File: config.mk
export PLATFORM = sky130hd
export DESIGN_NAME = p2s_serializer
export DESIGN_NICKNAME = d
export VERILOG_FILES = /design/src/rtl/p2s_serializer.sv
export SDC_FILE = /design/constraint.sdc
export NUM_CORES = 1
export LEC_CHECK = 0
export ABC_AREA = 1
export ABC_CLOCK_PERIOD_IN_PS = 2650
export BUFFER_PORTS_ARGS = -buffer_cell sky130_fd_sc_hd__buf_2
export CORE_MARGIN = 2
export CORE_UTILIZATION = 43
export CTS_CLUSTER_DIAMETER = 150
export DETAILED_ROUTE_END_ITERATION = 8
export GPL_TIMING_DRIVEN = 0
export PLACE_DENSITY = 0.66
export REMOVE_ABC_BUFFERS = 1
export SLEW_MARGIN = 20
export SYNTH_ARGS = -nofsm -noshare
export SYNTH_HDL_FRONTEND = slang
export SYNTH_SLANG_ARGS = --single-unit
File: constraint.sdc
create_clock -name clk -period 2.65 [get_ports clk]
set_clock_uncertainty 0.2 [all_clocks]
set_input_delay 0.53 -clock clk [delete_from_list [all_inputs] [get_ports clk]]
set_output_delay 0.53 -clock clk [all_outputs]
set_load 0.05 [all_outputs]
File: src/rtl/p2s_serializer.sv
// Parallel-in, serial-out transmitter: accepts a WIDTH-bit word on a valid/ready
// handshake and emits it one bit per enabled clock with first/last framing flags.
module p2s_serializer #(
    parameter int WIDTH     = 8,
    parameter bit MSB_FIRST = 1'b0
) (
    input  logic             clk,
    input  logic             rst,
    input  logic             en,
    input  logic [WIDTH-1:0] in_data,
    input  logic             in_valid,
    output logic             in_ready,
    output logic             out_bit,
    output logic             out_valid,
    output logic             out_first,
    output logic             out_last
);

    localparam int CW = $clog2(WIDTH) + 1;
    localparam logic [CW-1:0] LAST_IDX = CW'(WIDTH - 1);

    localparam logic S_IDLE  = 1'b0;
    localparam logic S_SHIFT = 1'b1;

    logic             r_state;
    logic [WIDTH-1:0] r_sreg;
    logic [CW-1:0]    r_cnt;

    logic             w_shifting;
    logic             w_last;
    logic             w_accept;
    logic             w_head;
    logic [WIDTH-1:0] w_sreg_next;

    assign w_shifting = (r_state == S_SHIFT);
    assign w_last     = w_shifting && (r_cnt == LAST_IDX);
    // Ready while idle, or on the final enabled bit so words stream without a gap.
    assign in_ready   = !w_shifting || (w_last && en);
    assign w_accept   = in_valid && in_ready;

    always_comb begin
        w_head      = r_sreg[0];
        w_sreg_next = r_sreg >> 1;
        if (MSB_FIRST) begin
            w_head      = r_sreg[WIDTH-1];
            w_sreg_next = r_sreg << 1;
        end
    end

    assign out_valid = w_shifting;
    assign out_bit   = w_shifting && w_head;
    assign out_first = w_shifting && (r_cnt == '0);
    assign out_last  = w_last;

    always_ff @(posedge clk or posedge rst) begin
        if (rst) begin
            r_state <= S_IDLE;
            r_sreg  <= '0;
            r_cnt   <= '0;
        end else if (w_accept) begin
            r_state <= S_SHIFT;
            r_sreg  <= in_data;
            r_cnt   <= '0;
        end else if (w_shifting && en) begin
            if (w_last) begin
                r_state <= S_IDLE;
                r_cnt   <= '0;
            end else begin
                r_sreg <= w_sreg_next;
                r_cnt  <= r_cnt + CW'(1);
            end
        end
    end

endmodule

==> impl_metrics.yaml <==
finish:
  n_antenna_cell: 0
  fin_nets: 133
  layout-drive-gt1-share: 0.246
  syn2layout_area_growth_pct: 16.4
  final_cell_mix: "nand2_1 (43), buf_2 (16), dfrtp_1 (13)"
  final_common_cell: "nand2_1"
  fin_cells: 135
synth:
  synth_compound_area_frac: 0.0735
  synth_simple_gate_area_share: 0.394
  ys_warn_count: 0
  syn_inst: 99
  synth_top_family_by_area: "simple AND/OR/NAND/NOR gates"
  synth_top_area_cell: "dfrtp_1"
  synth_fa_ha_area_frac: 0.0334
  ys_seq_elements: 13
  synth_xor_area_frac: 0
  synth_top_area_frac: 0.434
  synthTopCellsByArea: "dfrtp_1 (43%), nand2_1 (22%), nand4_1 (5.8%)"
  postSynthAreaPerCell_sq_um: 7.57
  seq_area_frac_synth: 0.434
  syn_area_sq_um: 749
  muxShareOfSynthArea: 0
  synthDistinctLibCells: 20
timing:
  final.min_clock_period_ns: 2.35
  fmax_ghz: 0.425
  setup_violations: 0
  post-route-period-util: 0.888
  rsz0062_at_grt: "no"
  hold_viol: 0
  max-slew-margin-rel: 0.659
  fin_setup_tns_ns: 0
  whs_ns: 0.0690
  max_slew.worst_pin.slew_ns: 0.511
  drv_slew: 0
die:
  core-area_sq_mm: 0.00169
  rows: 15
  ios: 17
  dieArea_sq_mm: 0.00209
  fp.dieH_um: 45.8
  initial_utilization: 0.444
  die_w_um: 45.8
pwr:
  pwr-share-clk: 0.151
  p_per_area_mw_per_mm2: 951
  p_leak_uw: 0.000511
  vdd_drop_max_uv: 395
  cell_internal_pwr_uw: 448
  p_seq_frac: 0.394
  swShare: 0.459
  p_switching_uw: 381
  combPwrFrac: 0.454
flow_run:
  maxCapViolCount: 0
placed_design:
  hpwl_um: 1110
  dp_cells: 131
  gp_congestion: 0.711
  numPortBuffers: 16
cts:
  h-tree-depth: 1
  cts_setup_buffers: 0
  clock_path_buffers: 2
  cts_buffers: 3
  cts_resized: 0
  hold_buffers: 0
  cts_tree: "built"
  clk_pin_slew_ns: 0.09
  clockRootBuffer: "clkbuf_4"
  cts_sinks: 13
  clk_latency_ns: 0.27
setup_path:
  reg2reg_from: "r_cnt[0]$_DFFE_PP0P_"
  cp.arrival_ns: 1.62
  crit_path_max_fanout: 3
  ff2ff_path_depth: 8
  worstSetupEndpointType: "output port"
  rrSetupSlack_ns: 0.94
  critPathKind: "register to output port"
  start_kind: "register"
  worstReg2RegEnd: "r_sreg[3]$_DFFE_PP0P_"
  critPathRequiredTime_ns: 1.92
routing:
  wl_per_cell_um: 11.3
  drt-total-wl_um: 1520
  ant_nets: 0
  vias: 683
  drt_iter0_drc: 12
  via_per_inst: 5.06
  drtPass1Iterations: 4
  drc: 0
min_path:
  min_path_type: "input pin to asynchronous set/reset pin"
global_route:
  gr-total-overflow: 0
  grt_pass1_vias: 632
  grt_max_degree: 14
  grt_usage: 0.180
  grt_pass1_wl_um: 2670
  antenna_found_initial: 0
outcome:
  status: "complete, no violations"
==> registers in the layout (all words and copies together), names as in the netlist <==
name       cells
r_sreg         8
r_cnt          4
out_valid      1
==> worst max path at each step <==
| stage | start | to | slack (ns) | depth (start not counted) |
|---|---|---|---|---|
| 5_1_grt | r_cnt[0]$_DFFE_PP0P_ | in_ready | 0.11 | 4 |
| 3_3_place_gp | r_cnt[0]$_DFFE_PP0P_ | in_ready | 0.63 | 4 |
| 6_report | r_cnt[0]$_DFFE_PP0P_ | in_ready | 0.30 | 4 |
| 4_1_cts | r_cnt[0]$_DFFE_PP0P_ | in_ready | 0.31 | 4 |
| 3_5_place_dp | r_cnt[0]$_DFFE_PP0P_ | in_ready | 0.63 | 4 |
| 2_1_floorplan | r_cnt[0]$_DFFE_PP0P_ | in_ready | 0.04 | 3 |
==> kinds of logic (layout without fill, tap and decap cells) <==
kind of cell	after synthesis	after routing
AND/OR/NAND/NOR	64	64
flip-flops	13	13
buffers and inverters	12	31
AO/OA/AOI/OAI	8	8
adder cells (fa/ha/maj)	2	2
==> power by group through the flow <==
| stage | sequential (uW) | combinational, uW | clock (uW) |
|---|---|---|---|
| after floorplan | 325 | 300 | 0 |
| after global placement | 328 | 369 | 0 |
| after detailed placement | 330 | 380 | 0 |
| after CTS | 326 | 381 | 129 |
| after global routing | 337 | 429 | 145 |
| final | 327 | 377 | 125 |
==> worst max-delay path: stages, from the launching register on <==
cell	delay [ns]
dfrtp_1	0.39
ha_1	0.22
nand3_2	0.13
o21ai_0	0.28
buf_2	0.33
==> synthesized netlist by cell type (all sizes together) <==
cell and number:
a21oi 4, buf 1, dfrtp 13, ha 2, inv 11, nand2 45, nand3 7, nand4 7
nor2 4, nor3 1, o21ai 4
==> metal layers <==
layer / vias to the layer above / part of all wire / GRT usage
met5: - / 0 / 0
met4: 0 / 0.0092 / 0.0857
met3: 2 / 0.057 / 0.0357
met2: 16 / 0.45 / 0.285
met1: 308 / 0.48 / 0.235
li1: 357 / - / -
==> cell type report <==
| class | count | area [sq um] |
|---|---|---|
| sequential | 13 | 325 |
| multi-input combinational | 74 | 375 |
| timing repair buffer | 16 | 80.1 |
| clock buffer | 4 | 26.3 |
| fill | 180 | 817 |
| tap | 17 | 21.3 |
| inverter | 11 | 43.8 |
==> metrics by stage <==
step	power [uW]	utilization	setup slack, ns	cell area (sq um)
floorplan	624	-	0.0443	744
global placement	697	0.501	0.626	846
detailed placement	710	0.501	0.627	846
CTS	837	0.516	0.305	872
global route	911	0.516	0.110	872
finish	829	0.516	0.297	872
Power figures use the tool's default switching activity.
